`src/rtl/tec8_datapath.sv`:
```
// TEC-8 datapath: R0..R3, 74181-style ALU, C/Z, PC/AR/IR, memory and W1..W3 beat sequencer driven by one control word per T3.
// State lands on the T3 edge that ends each beat; DBUS/BUS_ERR are combinational; no backpressure, the run stops only via STOP or CLR.
module tec8_datapath #(
    parameter int unsigned MEM_AW   = 8,
    parameter logic [7:0]  RESET_PC = 8'h00
) (
    input  logic       T3,
    input  logic       CLR,
    input  logic       START,
    input  logic [7:0] SD,
    input  logic       SELCTL, DRW, LPC, PCINC, PCADD, LAR, ARINC, LIR, LDZ, LDC,
    input  logic       CIN, M, MEMW, ABUS, SBUS, MBUS, STOP, SHORT, LONG,
    input  logic [3:0] S,
    input  logic [3:0] SEL,
    output logic [2:0] W,
    output logic [7:0] IR,
    output logic       C,
    output logic       Z,
    output logic       RUN,
    output logic [7:0] PC,
    output logic [7:0] AR,
    output logic [7:0] DBUS,
    output logic       BUS_ERR
);

    typedef enum logic [2:0] {
        BEAT_W1 = 3'b001,
        BEAT_W2 = 3'b010,
        BEAT_W3 = 3'b100
    } beat_t;

    localparam logic [8:0] ADDR_SPAN = 9'(1 << MEM_AW);
    localparam logic [7:0] ADDR_MASK = 8'(ADDR_SPAN - 9'd1);

    beat_t      w_q, w_d, w_next;
    logic       run_q, run_d;
    logic [7:0] pc_q, pc_d, ar_q, ar_d, ir_q, ir_d;
    logic       c_q, c_d, z_q, z_d;
    logic [7:0] r_q [4];
    logic [7:0] mem [1 << MEM_AW];

    logic [1:0] a_idx, b_idx;
    logic [7:0] a_val, b_val, alu_f, mem_addr, mem_rd, dbus, pc_rel;
    logic [8:0] alu_res, cin_ext;
    logic [1:0] bus_cnt;

    assign a_idx   = SELCTL ? SEL[3:2] : ir_q[3:2];
    assign b_idx   = SELCTL ? SEL[1:0] : ir_q[1:0];
    assign a_val   = r_q[a_idx];
    assign b_val   = r_q[b_idx];
    assign cin_ext = {8'd0, ~CIN};

    // CIN is active-low: CIN=0 injects +1 into the arithmetic ops.
    always_comb begin
        alu_res = {1'b0, a_val};
        if (M) begin
            case (S)
                4'b1111: alu_res = {1'b0, a_val};
                4'b1010: alu_res = {1'b0, b_val};
                4'b1011: alu_res = {1'b0, a_val & b_val};
                4'b1110: alu_res = {1'b0, a_val | b_val};
                4'b0110: alu_res = {1'b0, a_val ^ b_val};
                4'b0000: alu_res = {1'b0, ~a_val};
                default: alu_res = {1'b0, a_val};
            endcase
        end else begin
            case (S)
                4'b1001: alu_res = {1'b0, a_val} + {1'b0, b_val} + cin_ext;
                4'b0110: alu_res = {1'b0, a_val} + {1'b0, ~b_val} + cin_ext;
                default: alu_res = {1'b0, a_val} + cin_ext;
            endcase
        end
    end

    assign alu_f    = alu_res[7:0];
    assign mem_addr = LIR ? pc_q : ar_q;
    assign mem_rd   = mem[mem_addr[MEM_AW-1:0]];
    assign pc_rel   = {{4{ir_q[3]}}, ir_q[3:0]};

    always_comb begin
        if (MBUS) begin
            dbus = mem_rd;
        end else if (SBUS) begin
            dbus = SD;
        end else if (ABUS) begin
            dbus = alu_f;
        end else begin
            dbus = 8'h00;
        end
    end

    assign bus_cnt = {1'b0, ABUS} + {1'b0, SBUS} + {1'b0, MBUS};
    assign BUS_ERR = (bus_cnt > 2'd1);
    assign DBUS    = dbus;

    always_comb begin
        case (w_q)
            BEAT_W1: w_next = SHORT ? BEAT_W1 : BEAT_W2;
            BEAT_W2: w_next = LONG ? BEAT_W3 : BEAT_W1;
            default: w_next = BEAT_W1;
        endcase
    end

    always_comb begin
        w_d   = w_q;
        run_d = run_q;
        pc_d  = pc_q;
        ar_d  = ar_q;
        ir_d  = ir_q;
        c_d   = c_q;
        z_d   = z_q;
        if (!run_q) begin
            // The START cycle only arms the sequencer; nothing executes.
            w_d = BEAT_W1;
            if (START) begin
                run_d = 1'b1;
            end
        end else begin
            w_d = w_next;
            if (w_next == BEAT_W1 && STOP) begin
                run_d = 1'b0;
            end
            if (LDC) c_d = alu_res[8];
            if (LDZ) z_d = (alu_f == 8'h00);
            if (LIR) ir_d = mem_rd;
            if (LPC) begin
                pc_d = dbus & ADDR_MASK;
            end else if (PCADD) begin
                pc_d = (pc_q + pc_rel) & ADDR_MASK;
            end else if (PCINC) begin
                pc_d = (pc_q + 8'd1) & ADDR_MASK;
            end
            if (LAR) begin
                ar_d = dbus & ADDR_MASK;
            end else if (ARINC) begin
                ar_d = (ar_q + 8'd1) & ADDR_MASK;
            end
        end
    end

    always_ff @(posedge T3) begin
        if (CLR) begin
            w_q   <= BEAT_W1;
            run_q <= 1'b0;
            pc_q  <= RESET_PC;
            ar_q  <= 8'h00;
            ir_q  <= 8'h00;
            c_q   <= 1'b0;
            z_q   <= 1'b0;
            for (int i = 0; i < 4; i++) begin
                r_q[i] <= 8'h00;
            end
        end else begin
            w_q   <= w_d;
            run_q <= run_d;
            pc_q  <= pc_d;
            ar_q  <= ar_d;
            ir_q  <= ir_d;
            c_q   <= c_d;
            z_q   <= z_d;
            if (run_q && DRW) begin
                r_q[a_idx] <= dbus;
            end
        end
    end

    // Memory contents survive CLR; only the write is suppressed.
    always_ff @(posedge T3) begin
        if (!CLR && run_q && MEMW) begin
            mem[ar_q[MEM_AW-1:0]] <= dbus;
        end
    end

    assign W   = w_q;
    assign RUN = run_q;
    assign PC  = pc_q;
    assign AR  = ar_q;
    assign IR  = ir_q;
    assign C   = c_q;
    assign Z   = z_q;

endmodule

```
`config.mk`:
```
export PLATFORM = sky130hd
export DESIGN_NAME = tec8_datapath
export DESIGN_NICKNAME = d
export VERILOG_FILES = /design/src/rtl/tec8_datapath.sv
export SDC_FILE = /design/constraint.sdc
export NUM_CORES = 2
export LEC_CHECK = 0
export CAP_MARGIN = 10
export CORE_ASPECT_RATIO = 0.9
export CORE_UTILIZATION = 45
export DETAILED_ROUTE_END_ITERATION = 8
export PLACE_DENSITY = 0.63
export SYNTH_ARGS = -nofsm -noshare
export SYNTH_HDL_FRONTEND = slang
export SYNTH_SLANG_ARGS = --single-unit
```
`constraint.sdc`:
```
create_clock -name T3 -period 15.5 [get_ports T3]
set_clock_uncertainty 0.05 [all_clocks]
set_input_delay 1.55 -clock T3 [delete_from_list [all_inputs] [get_ports T3]]
set_output_delay 1.55 -clock T3 [all_outputs]
set_load 0.02 [all_outputs]
```
# Word-level counts from Yosys, hierarchy flattened
# Memory sizes are Yosys's and may differ from the RTL's.
# Cells that the tools add are included.
[totals]
output_inout_bits = 39
memories = 2
word_cells = 81
ram_bits = 2080
inputBits = 38
register_bits = 30
[op_classes]
mux = 30
n_reduce_logical = 16
magnitude_cmp = 1
bitwise = 7
n_addsub = 10
eq_ne = 8
[memory_table]
columns = ["name", "words", "word_bits", "rd", "rd_clocked_by_memory_dff", "write_ports", "line", "rtl"]
rows = [
  ["mem", 256, 8, 1, 0, 1, "40", "logic [7:0] mem [1 << MEM_AW];"],
  ["r_q", 4, 8, 2, 0, 4, "39", "logic [7:0] r_q [4];"],
]
[ops]
columns = ["op", "count"]
rows = [
  ["$mux 8", 10],
  ["$pmux 8 s5", 1],
  ["$add 8x8->9", 2],
  ["$add 9x1->9", 2],
  ["$pmux 9 s2", 1],
  ["$add 8x1->8 const B", 2],
  ["$eq 4x4->1 const B", 4],
  ["$not 8->8", 2],
  ["$mux 1", 11],
  ["$reduce_and 2->1", 5],
  ["$add 8x1->9", 1],
  ["$mux 9", 1],
  ["$add 8x8->8", 1],
  ["$and 8x8->8", 1],
  ["$logic_not 8->1", 1],
  ["$mux 2", 4],
  ["$or 8x8->8", 1],
  ["$reduce_or 8->1", 1],
  ["$xor 8x8->8", 1],
  ["$eq 3x1->1 const B", 2],
  ["$pmux 3 s2", 1],
  ["$eq 4x3->1 const B", 1],
  ["$logic_and 1x1->1", 4],
  ["$logic_not 4->1", 1],
  ["other kinds (10)", 11],
]

# Logic depth before layout (Yosys ltp)
# An unclocked memory read counts as a cell.
[logic_depth]
depth_word = 11
mapped_depth = 18
ltp_nobuf = 15

# Least setup slack after synthesis
# OpenSTA, ideal clock, no wires.
[synth_path]
kind = "in2out"
start = "input port SELCTL"
end = "output port DBUS[5]"
path_buffers = 4
arrival_time_ps = 8199
stages = 17
path_slack_ps = 5701
path_cell_list = "buf_6 mux2_2 buf_4 mux2i_1 mux2i_1 ha_1 clkbuf_1 o21ai_0 a21oi_1 o21a_1 nor2_1 xnor2_1 a21o_1 o211ai_1 and3b_1 buf_2 nor2_2"
[synth_via]
elab_chain_cells = 10
word_cells_on_any_way = 19
cone_classes = "add/sub (5); mux (8); bitwise (5); memory (1)"
[synth_lines]
columns = ["item", "line", "rtl"]
rows = [
  ["start: declaration", "11", "input logic SELCTL, DRW, LPC, PCINC, PCADD, LAR, ARINC, LIR, LDZ, LDC,"],
  ["$mux 2", "48", "assign b_idx = SELCTL ? SEL[1:0] : ir_q[1:0];"],
  ["$mem_v2 4x8 (*)", "n/a", ""],
  ["$not 8->8", "69", "4'b0110: alu_res = {1'b0, a_val} + {1'b0, ~b_val} + cin_ext;"],
  ["$add 8x8->9", "69", ""],
  ["$add 9x1->9", "69", ""],
  ["$pmux 9 s2", "67", "case (S)"],
  ["$mux 9 (*)", "56", "if (M) begin"],
  ["$mux 8 (*)", "85", "end else if (ABUS) begin"],
  ["$mux 8 (*)", "83", "end else if (SBUS) begin"],
  ["$mux 8 (*)", "81", "if (MBUS) begin"],
  ["end: declaration", "22", "output logic [7:0] DBUS,"],
]
# Every way passes the cells marked *; elsewhere a longest branch is shown, timed or not.

# Final worst setup path
[layout_path]
start = "input port LIR"
end = "output port DBUS[1]"
[layout_via]
elab_chain_cells = 3
[layout_lines]
columns = ["item", "line", "rtl"]
rows = [
  ["start: declaration", "11", ""],
  ["$mux 8", "76", "assign mem_addr = LIR ? pc_q : ar_q;"],
  ["$mem_v2 256x8", "n/a", ""],
  ["$mux 8", "81", ""],
]
# Every way passes these cells.

==> results.cfg <==
[layout]
stdcell_count = 9024
fin_util = 0.5031
area_growth_pct = 11.21
fillers = 16200
nets = 6350
final_cell_mix = 2080 x edfxtp_1, 927 x nand2_1, 433 x nor2_1, 362 x a21oi_1, 355 x mux2i_1
drive_above_1_share = 0.09245
layout_commonest_cell = edfxtp_1
final_area_um2 = 98390

[global_routing]
overflow = 0
grtUsageTotal = 0.2816
grt_max_degree = 165
grt_pass1_vias = 54470
grt_pass1_wl_um = 402600
antenna_found_initial = 19

[worst_setup_path]
setup.worst_path.start_class = input pin
crit_arrival_ns = 8.95
crit_type = input pin to primary output
path_max_fanout = 127
startpoint = LIR
timing.rr.start = PC[0]
crit_required_ns = 13.90
critical_path.endpoint_type = primary output
rrSetupSlack_ns = 7.07

[routing]
drt-met1-wl_um = 110100
highest_layer = met5
wl_met2_um = 120300
vias = 58110
wl_met3_um = 39600
wire_per_inst_um = 31.51
wl_um = 284300
ant_nets = 0
vias_per_cell = 6.440
drtPass1Iterations = 9
first_iter_violations = 9052
drcViolationCount = 0

[place]
post-place-ws_ns = 5.595
hpwl_um = 171900
dp_cells = 8630
place_area_um2 = 91770
gp_congestion = 0.9265
io_buffers = 76

[synthesis]
ys_seq_area_frac = 0.7127
synthTopCellsByArea = edfxtp_1 71%, mux2i_1 4.1%, nand2_1 3.9%
synth_flop_cell = edfxtp_1
yosysUniqueCellTypes = 98
syn_area_per_cell_um2 = 14.14
async_flop_share = 0
syn-num-nets = 6334
synth_seq_cells = 2110
syn_inst = 6256
netlist.area_leader.share = 0.7059
yosys.area.top_type = edfxtp_1
synth_edf_count = 2080
netlist_area_um2 = 88480
synth_warnings = 0

[sta]
fin_setup_tns_ns = 0
finalWorstSetupSlack_ns = 4.950
finalSetupViolCount = 0
fmax_mhz = 94.78
drv_slew = 0
fin_crit_sh = 0.6807
hold_violations = 0
hold-worst-slack_ns = 0.4332
rsz0062_at_grt = no
max_slew_margin = 0.05396
min_period_ns = 10.55
tightest_slew_ns = 1.416

[power_and_ir_drop]
power_mw = 13.29
leakagePower_nw = 30.94
ir_drop_mv = 0.1801
power_density_nw_per_um2 = 135.1

[clock_tree]
clk_pin_slew_ns = 0.06
cts_buffers = 210
clockBufferDepth = 3
cts.sinks = 2110
post_cts_buffers = 0
cts_root_buffer = clkbuf_16
cts_tree = done
cts_max_level = 4
clock_latency_ns = 0.89
ctsHoldBuffers = 0
cts_resized = 0

[status]
status = finished clean

[floorplan]
dieArea_um2 = 198400
core_area_um2 = 195600
io_pins = 77
die_y_um = 422.7
die_x_um = 469.4
initial_core_util = 0.4524
fp-row-count = 154

[job]
drv_cap = 0

[hold_path]
hp-class = flop to flop
hp-start = Z
## synthesized netlist by cell type, types with 30 or more instances
cell	n
a211oi_1	62
a21oi_1	362
a22oi_1	47
a31oi_1	84
buf_1	40
buf_2	159
buf_4	45
clkbuf_1	149
dfxtp_1	30
edfxtp_1	2080
ha_1	36
inv_1	46
mux2i_1	360
mux4_2	99
nand2_1	927
nand2b_1	69
nand3_1	294
nand4_1	33
nor2_1	436
nor3_1	84
o21ai_0	137
o221ai_1	124
o22ai_1	96
## layer usage
layer,track usage,vias to the layer above
met4,0.1252,16
met5,0.001685,-
met2,0.4008,4160
met3,0.08995,751
met1,0.3935,29060
li1,-,24130
## logic make-up after synthesis
logic type | Yosys count | share of synthesized area
compound gates | 1174 | 0.08861
fa+ha+maj | 40 | 0.005996
buf+inv | 466 | 0.02627
mux | 478 | 0.06864
xor+xnor | 16 | 0.001584
flops | 2110 | 0.7127
simple gates | 1972 | 0.09617
## registers in the layout, summed over array words and instances (netlist names)
| signal | flops |
|---|---|
| AR | 8 |
| C | 1 |
| IR | 8 |
| PC | 8 |
| RUN | 1 |
| W | 3 |
| Z | 1 |
| mem | 2048 |
| r_q | 32 |
## critical path, stage by stage
cell and delay, ns:
buf_4 0.40, buf_4 0.60, mux2i_4 0.36, buf_12 0.45, buf_4 0.80, nand2_1 0.14
nand3_1 0.12, a211oi_1 0.08, nor3_1 0.90, o311ai_0 0.27, a221oi_1 1.14, nor3_1 0.26
a21o_1 0.44, inv_8 0.33, clkdlybuf4s50_1 0.75
## layout make-up
cell class	count	area (um^2)	share of cell area
diodes	3	7.507	0.00007630
clock buffers	259	5439	0.05528
clock inverters	128	1149	0.01167
inverters	48	225.2	0.002289
multi-input cells	3680	23290	0.2367
flip-flops and latches	2110	63070	0.6410
well taps	2574	3221	0.03273
repair buffers	222	1991	0.02023
## final timing paths
check                     end  depth (start not counted)
setup / recovery      DBUS[1]                         15
hold / removal              Z                          2
setup reg to reg  mem[111][2]                         14
hold reg to reg             Z                          2
## power by group
group          internal (mW)  switching [mW]  leakage (nW)
registers               6.59          0.0266          19.0
logic                  0.426            1.34          8.79
clock network           2.69            2.22          3.17
total                   9.71            3.59          30.9
(Power assumes the default switching activity.)
